--- src/rtl/router_input_ctrl.sv ---
// Ring-link input controller: two VC buffers (even/odd), link side writes VC polarity,
// internal side requests VC ~polarity. Optional accepted-packet counter under PKT_CNT_EN.
module router_input_ctrl #(
    parameter int DW      = 64,
    parameter int HOP_LSB = 48,
    parameter int VC_BIT  = 63
) (
    input  logic          clk,
    input  logic          reset,
    input  logic          polarity,
    input  logic          si,
    output logic          ri,
    input  logic [DW-1:0] di,
    output logic          req_fwd,
    input  logic          ack_fwd,
    output logic          req_loc,
    input  logic          ack_loc,
    output logic [DW-1:0] dout,
    output logic          vc_err
`ifdef PKT_CNT_EN
    ,
    output logic [15:0]   pkt_cnt
`endif
);

    // Handshakes: link side transfers on si & ri at posedge (ri never depends on si);
    // internal side completes when the asserted req sees its own ack at posedge.
    logic          even_full, odd_full;
    logic [DW-1:0] even_buf, odd_buf;

    logic          link_fire;
    logic          link_ok;
    logic          int_full;
    logic [DW-1:0] int_buf;
    logic [7:0]    hop;
    logic          int_done;

    assign ri        = polarity ? ~odd_full : ~even_full;
    assign link_fire = si & ri;
    assign link_ok   = link_fire & (di[VC_BIT] == polarity);

    // Internal side always looks at the VC the link side is not touching.
    assign int_full = polarity ? even_full : odd_full;
    assign int_buf  = polarity ? even_buf  : odd_buf;
    assign hop      = int_buf[HOP_LSB +: 8];

    always_comb begin
        req_fwd = 1'b0;
        req_loc = 1'b0;
        dout    = '0;
        if (int_full) begin
            dout = int_buf;
            if (hop == 8'd0) begin
                req_loc = 1'b1;
            end else begin
                req_fwd              = 1'b1;
                dout[HOP_LSB +: 8]   = hop - 8'd1;
            end
        end
    end

    assign int_done = (req_fwd & ack_fwd) | (req_loc & ack_loc);

    always_ff @(posedge clk) begin
        if (reset) begin
            even_full <= 1'b0;
            odd_full  <= 1'b0;
            even_buf  <= '0;
            odd_buf   <= '0;
            vc_err    <= 1'b0;
        end else begin
            vc_err <= link_fire & (di[VC_BIT] != polarity);
            if (polarity) begin
                if (link_ok) begin
                    odd_buf  <= di;
                    odd_full <= 1'b1;
                end
                if (int_done) even_full <= 1'b0;
            end else begin
                if (link_ok) begin
                    even_buf  <= di;
                    even_full <= 1'b1;
                end
                if (int_done) odd_full <= 1'b0;
            end
        end
    end

`ifdef PKT_CNT_EN
    always_ff @(posedge clk) begin
        if (reset)        pkt_cnt <= 16'd0;
        else if (link_ok) pkt_cnt <= pkt_cnt + 16'd1;
    end
`endif

endmodule

--- config.mk ---
export PLATFORM = sky130hd
export DESIGN_NAME = router_input_ctrl
export DESIGN_NICKNAME = d
export VERILOG_FILES = /design/src/rtl/router_input_ctrl.sv
export SDC_FILE = /design/constraint.sdc
export NUM_CORES = 1
export LEC_CHECK = 0
export BUFFER_PORTS_ARGS = -buffer_cell sky130_fd_sc_hd__buf_4
export CORE_MARGIN = 1.5
export CORE_UTILIZATION = 50
export DETAILED_ROUTE_END_ITERATION = 6
export HOLD_SLACK_MARGIN = 0.15
export PLACE_DENSITY_LB_ADDON = 0.3
export SYNTH_ARGS = -nofsm -noshare
export SYNTH_HDL_FRONTEND = slang
export SYNTH_SLANG_ARGS = --single-unit
--- constraint.sdc ---
create_clock -name clk -period 2.62 [get_ports clk]
set_input_delay 0.262 -clock clk [delete_from_list [all_inputs] [get_ports clk]]
set_output_delay 0.262 -clock clk [all_outputs]
set_load 0.005 [all_outputs]
==> impl_metrics.env, run 1 <==
export IMPL_run_status="finished clean"
export IMPL_grt_pass1_vias=5468
export IMPL_htreeDepth=4
export IMPL_hold_depth=2
export IMPL_drc=0
export IMPL_syn_to_final_growth_pct=39.6
export IMPL_cp_arrival_ps=2130
export IMPL_p_seq_share_pct=42.8
export IMPL_max_freq_mhz=418
export IMPL_yosysMostFrequentCell="nand2_1"
export IMPL_whs_ps=180
export IMPL_portBuffers=137
export IMPL_grt_overflow_total=0
export IMPL_stdcell_count=1089
export IMPL_power_leakage_nw=3.26
export IMPL_cts_buffers=17
export IMPL_placedCellCount=994
export IMPL_critPathKind="reg2out"
export IMPL_hpwl_mm=9.94
export IMPL_synth_seq_cells=131
export IMPL_setup_ws_ps=229
export IMPL_switchingPower_mw=1.17
export IMPL_firstDrtPassIters=5
export IMPL_rsz0062_at_grt="false"
export IMPL_drt_total_wl_mm=16.2
export IMPL_postRouteAntennaNets=0
export IMPL_r2r_start="even_full$_SDFFE_PP0P_"
export IMPL_dpl_instance_area_mm2=0.00685
export IMPL_grt_max_degree=64
export IMPL_period_minus_slack_ps=2390
export IMPL_routabilityCongestion=0.879
export IMPL_fin_crit_sh_pct=91.3
export IMPL_seq_area_frac_synth_pct=45.5
export IMPL_slew_headroom_pct=56.3
export IMPL_worstPathRequired_ps=2360
export IMPL_dieArea_mm2=0.0122
export IMPL_combPwrFrac_pct=11.5
export IMPL_final_net_count=1004
export IMPL_synth_top_cell_area_share_pct=45.5
export IMPL_drive_gt1_share_pct=20.3
export IMPL_end_kind="output port"
export IMPL_core_area_mm2=0.0113
export IMPL_fin_util_pct=71.1
export IMPL_drt_iter0_drc=391
export IMPL_max_cap_violations=0
export IMPL_chipHeight_um=110
export IMPL_grtUsageTotal_pct=26.9
export IMPL_worst_pin_slew_ps=656
export IMPL_clkLatencyLatePin_ps=410
export IMPL_synth_commonest_cells="nand2_1 (254), a21oi_1 (132), dfxtp_1 (131), nor2_1 (68), mux2i_1 (65)"
export IMPL_initial_core_util_pct=50.9
export IMPL_synth_area_top_cells="dfxtp_1 (45%), nand2_1 (17%), a21oi_1 (11%), mux2i_1 (11%), nor2_1 (4.4%)"
export IMPL_die_width_um=110
export IMPL_path_clk_slew_ps=50
export IMPL_hold_viol=0
export IMPL_p_total_mw=4.92
export IMPL_filler_cell_count=887
export IMPL_rows=39
export IMPL_power_density_mw_per_mm2=611
export IMPL_postLayoutCellArea_mm2=0.00805
export IMPL_setup_violations_final=0
export IMPL_n_antenna_cell=0
export IMPL_pwr_share_clk_pct=45.7
export IMPL_grt_first_pass_wirelength_mm=25.5
export IMPL_hold_path_class="in2reg"
export IMPL_rr_endpoint="even_buf[4]$_SDFFE_PP0P_"
export IMPL_viasPerCell=5.34
export IMPL_root_buffer="clkbuf_16"
export IMPL_dpl_worst_slack_ps=333
export IMPL_cts_tree="done"
export IMPL_ys_warn_count=0
export IMPL_critical_path_max_fanout=4
export IMPL_finalMaxSlewViolations=0
export IMPL_ir_worst_vdd_v=0.000512
export IMPL_synth_avg_cell_area_um2=7.64
export IMPL_synth_edf_count=0
export IMPL_r2r_cells=4
export IMPL_reg2reg_slack_ps=930
export IMPL_wl_per_cell_um=14.9
export IMPL_min_delay_worst_endpoint="vc_err$_SDFF_PP0_"
export IMPL_ys_flop_type="dfxtp_1"
export IMPL_syn_cell_area_mm2=0.00576
export IMPL_fin_setup_tns_ps=0
export IMPL_sw_frac_of_total_pct=23.7
export IMPL_p_int_mw=3.75
export IMPL_synthArstFlopShare_pct=0
export IMPL_ctsLongestPathBuffers=2
export IMPL_hold_start="si"
export IMPL_clock_skew_ps=7.06
export IMPL_cts_sinks=131
export IMPL_post_cts_buffers=0
export IMPL_syn_nets=825
export IMPL_syn_inst=754
export IMPL_ioPinCount=138
export IMPL_start_kind="flop"
export IMPL_antenna_found_initial=0
export IMPL_yosysTopAreaCell="dfxtp_1"
export IMPL_ys_types=35
export IMPL_vias=5820
## worst max path at each step
stage / startpoint / end / depth (start not counted)
final: even_buf[48]$_SDFFE_PP0P_ / dout[49] / 7
after CTS: even_buf[48]$_SDFFE_PP0P_ / dout[54] / 7
after floorplan: polarity / dout[50] / 10
after global placement: polarity / dout[49] / 7
after global routing: even_buf[48]$_SDFFE_PP0P_ / dout[49] / 7
after detailed placement: polarity / req_loc / 7
## final cells by class
cell class / count / area, um^2 / area share, %
Multi-Input combinational cell: 563 / 2890 / 35.9
Tap cell: 143 / 179 / 2.22
Clock inverter: 10 / 109 / 1.35
Timing Repair Buffer: 217 / 1790 / 22.2
Sequential cell: 131 / 2620 / 32.6
Inverter: 3 / 11.3 / 0.140
Clock buffer: 22 / 454 / 5.64
## critical path, cell delays in order (launching register included)
cell and delay, ps:
dfxtp_1 340, mux2i_1 240, ha_1 270, inv_1 110, a21oi_1 280, nor2b_1 80, a211oi_1 230, buf_4 160
## registers in the layout (all words and copies together), names as in the netlist
name / flops
even_buf: 64
vc_err: 1
even_full: 1
odd_full: 1
odd_buf: 64
## power by group through the flow
stage	combinational, mW	sequential, mW	clock (mW)
after floorplan	0.294	2.13	0
after global placement	0.467	2.14	0
after detailed placement	0.481	2.14	0
after CTS	0.560	2.10	2.27
after global routing	0.616	2.11	2.37
final	0.567	2.10	2.25
## layout by cell type (no fill, tap or decap), drive strengths merged, types with 2 or more instances in the layout
master and count:
clkinvlp 2, a21oi 132, o21ai 4, xor2 2, bufinv 2, dfxtp 131, nor3 9, and4b 2
a31oi 3, mux2i 65, clkinv 6, nor3b 2, xnor2 5, clkbuf 22, buf 154, nor2 68
nand2 255, dlygate4sd3 63, nor2b 2, inv 3
## routing by layer
layer  routed length [um]  global-route usage, %  up-vias
met5                    0                      0        -
met4                  354                   11.4        0
met3                  964                   6.11       35
met2                 8150                   45.9      213
met1                 6710                   32.4     2740
li1                     -                      -     2832
## kinds of logic after synthesis
| logic type | count (synthesis) | share of synthesized area [%] |
|---|---|---|
| AND/OR/NAND/NOR | 346 | 24.1 |
| AO/OA/AOI/OAI | 144 | 13.1 |
| flip-flops | 131 | 45.5 |
| multiplexers | 65 | 11.3 |
| buffers and inverters | 60 | 4.82 |
| XOR/XNOR | 7 | 1.06 |
| adder cells (fa/ha/maj) | 1 | 0.217 |
## what timing repair did
action	in CTS	in global routing
resized for setup	0	1
hold buffers	63	0
setup endpoints to repair	0	1
endpoints found under the hold margin	124	0
Power figures use the tool's default switching activity.
==> run 2, diff against run 1 <==
--- a/config.mk
+++ b/config.mk
@@ -7,7 +7,7 @@
 export LEC_CHECK = 0
 export BUFFER_PORTS_ARGS = -buffer_cell sky130_fd_sc_hd__buf_4
 export CORE_MARGIN = 1.5
-export CORE_UTILIZATION = 50
+export CORE_UTILIZATION = 41
 export DETAILED_ROUTE_END_ITERATION = 6
 export HOLD_SLACK_MARGIN = 0.15
 export PLACE_DENSITY_LB_ADDON = 0.3
==> constraint.sdc (replaced) <==
create_clock -name clk -period 2.3 [get_ports clk]
set_input_delay 0.23 -clock clk [delete_from_list [all_inputs] [get_ports clk]]
set_output_delay 0.23 -clock clk [all_outputs]
set_load 0.005 [all_outputs]
==> impl_metrics.env, run 2 (synthesis gave the netlist of run 1 again) <==
export IMPL_run_status="finished clean"
export IMPL_critPathKind="reg2out"
export IMPL_hold_viol=0
export IMPL_cts_buffers=17
export IMPL_worst_pin_slew_ps=419
export IMPL_end_kind="output port"
export IMPL_antenna_found_initial=0
export IMPL_grt_overflow_total=0
export IMPL_n_antenna_cell=0
export IMPL_drt_total_wl_mm=15.3
export IMPL_grtUsageTotal_pct=20.7
export IMPL_cts_tree="done"
export IMPL_grt_pass1_vias=4997
export IMPL_period_minus_slack_ps=2220
export IMPL_fin_setup_tns_ps=0
export IMPL_setup_ws_ps=83.5
export IMPL_syn_to_final_growth_pct=42.3
export IMPL_postRouteAntennaNets=0
export IMPL_grt_max_degree=73
export IMPL_portBuffers=137
export IMPL_power_density_mw_per_mm2=688
export IMPL_rsz0062_at_grt="false"
export IMPL_ctsLongestPathBuffers=2
export IMPL_hpwl_mm=9.23
export IMPL_drive_gt1_share_pct=20.9
export IMPL_cp_arrival_ps=1990
export IMPL_ir_worst_vdd_v=0.000455
export IMPL_filler_cell_count=1268
export IMPL_critical_path_max_fanout=3
export IMPL_die_width_um=122
export IMPL_largestRegisters="even_buf (64), odd_buf (64)"
export IMPL_start_kind="flop"
export IMPL_final_net_count=1005
export IMPL_worstSetupStartpoint="odd_buf[48]$_SDFFE_PP0P_"
export IMPL_max_cap_violations=0
export IMPL_worstPathRequired_ps=2070
export IMPL_htreeDepth=4
export IMPL_r2r_start="even_full$_SDFFE_PP0P_"
export IMPL_final_cell_mix="nand2_1 (254), buf_4 (149), a21oi_1 (130), dfxtp_1 (130), nor2_1 (68)"
export IMPL_dieArea_mm2=0.0148
export IMPL_hold_start="reset"
export IMPL_clock_skew_ps=15.1
export IMPL_max_freq_mhz=451
export IMPL_chipHeight_um=122
export IMPL_ioPinCount=138
export IMPL_path_clk_slew_ps=50
export IMPL_drt_iter0_drc=379
export IMPL_rows=43
export IMPL_multi_input_area_mm2=0.00293
export IMPL_wl_per_cell_um=13.6
export IMPL_slew_headroom_pct=72.1
export IMPL_viasPerCell=4.92
export IMPL_initial_core_util_pct=41.7
export IMPL_hold_path_class="in2reg"
export IMPL_core_area_mm2=0.0138
export IMPL_root_buffer="clkbuf_16"
export IMPL_grt_first_pass_wirelength_mm=24.1
export IMPL_layout_commonest_cell="nand2_1"
export IMPL_drc=0
export IMPL_fin_crit_sh_pct=96.4
export IMPL_power_leakage_nw=3.29
export IMPL_firstDrtPassIters=4
export IMPL_dpl_worst_slack_ps=122
export IMPL_finalMaxSlewViolations=0
export IMPL_vias=5536
export IMPL_setup_violations_final=0
export IMPL_clkLatencyLatePin_ps=420
export IMPL_seq_area_mm2=0.00262
export IMPL_routabilityCongestion=0.794
export IMPL_cts_sinks=131
## run 2: critical path, stage by stage, from the launching register on
cell     delay (ps)
dfxtp_1         330
or4_4           530
o31ai_4         100
nand2_4          90
o21ai_1         190
nor3b_2         190
buf_4           130
## run 2: layout make-up
class                      instances  share of cell area [%]
timing repair buffer             218                    22.5
inverter                           3                   0.137
sequential                       131                    32.0
clock inverter                     5                   0.915
clock buffer                      26                    5.96
tap                              180                    2.75
multi-input combinational        563                    35.7
## run 2: path summary, 6_finish.rpt
kind / to / slack (ps) / depth (start not counted)
worst max register to register: even_buf[24]$_SDFFE_PP0P_ / 660 / 4
worst min register to register: even_buf[25]$_SDFFE_PP0P_ / 450 / 2
worst min-delay path: odd_buf[35]$_SDFFE_PP0P_ / 200 / 2
worst max-delay path: dout[55] / 80 / 6
## run 2: routing by layer
layer	wire (um)	GRT usage, %
met1	7100	26.6
met2	7370	34.6
met3	626	4.45
met4	174	6.99
met5	0	0
## run 2: where the power goes
part	total, mW	internal, mW	switching, mW
clock network	2.59	1.67	0.917
logic	0.658	0.323	0.335
registers	2.40	2.35	0.0458
total	5.64	4.34	1.30
## run 2: stage by stage
stage	std cells	util, %	area [um^2]	hold slack [ps]	power, mW
2_1_floorplan	754	-	5760	366	2.76
3_3_place_gp	1030	50.2	6940	441	2.99
3_5_place_dp	1030	50.2	6940	446	3.00
4_1_cts	1126	59.1	8170	183	5.67
5_1_grt	1126	59.3	8200	191	5.86
6_report	1126	59.3	8200	196	5.64
## run 2: what timing repair did
action / CTS / global route
buffers inserted: 0 / 0
hold endpoints to repair: 128 / 0
resized for setup: 5 / 7
hold buffers: 65 / 0
endpoints found under the setup margin: 8 / 9
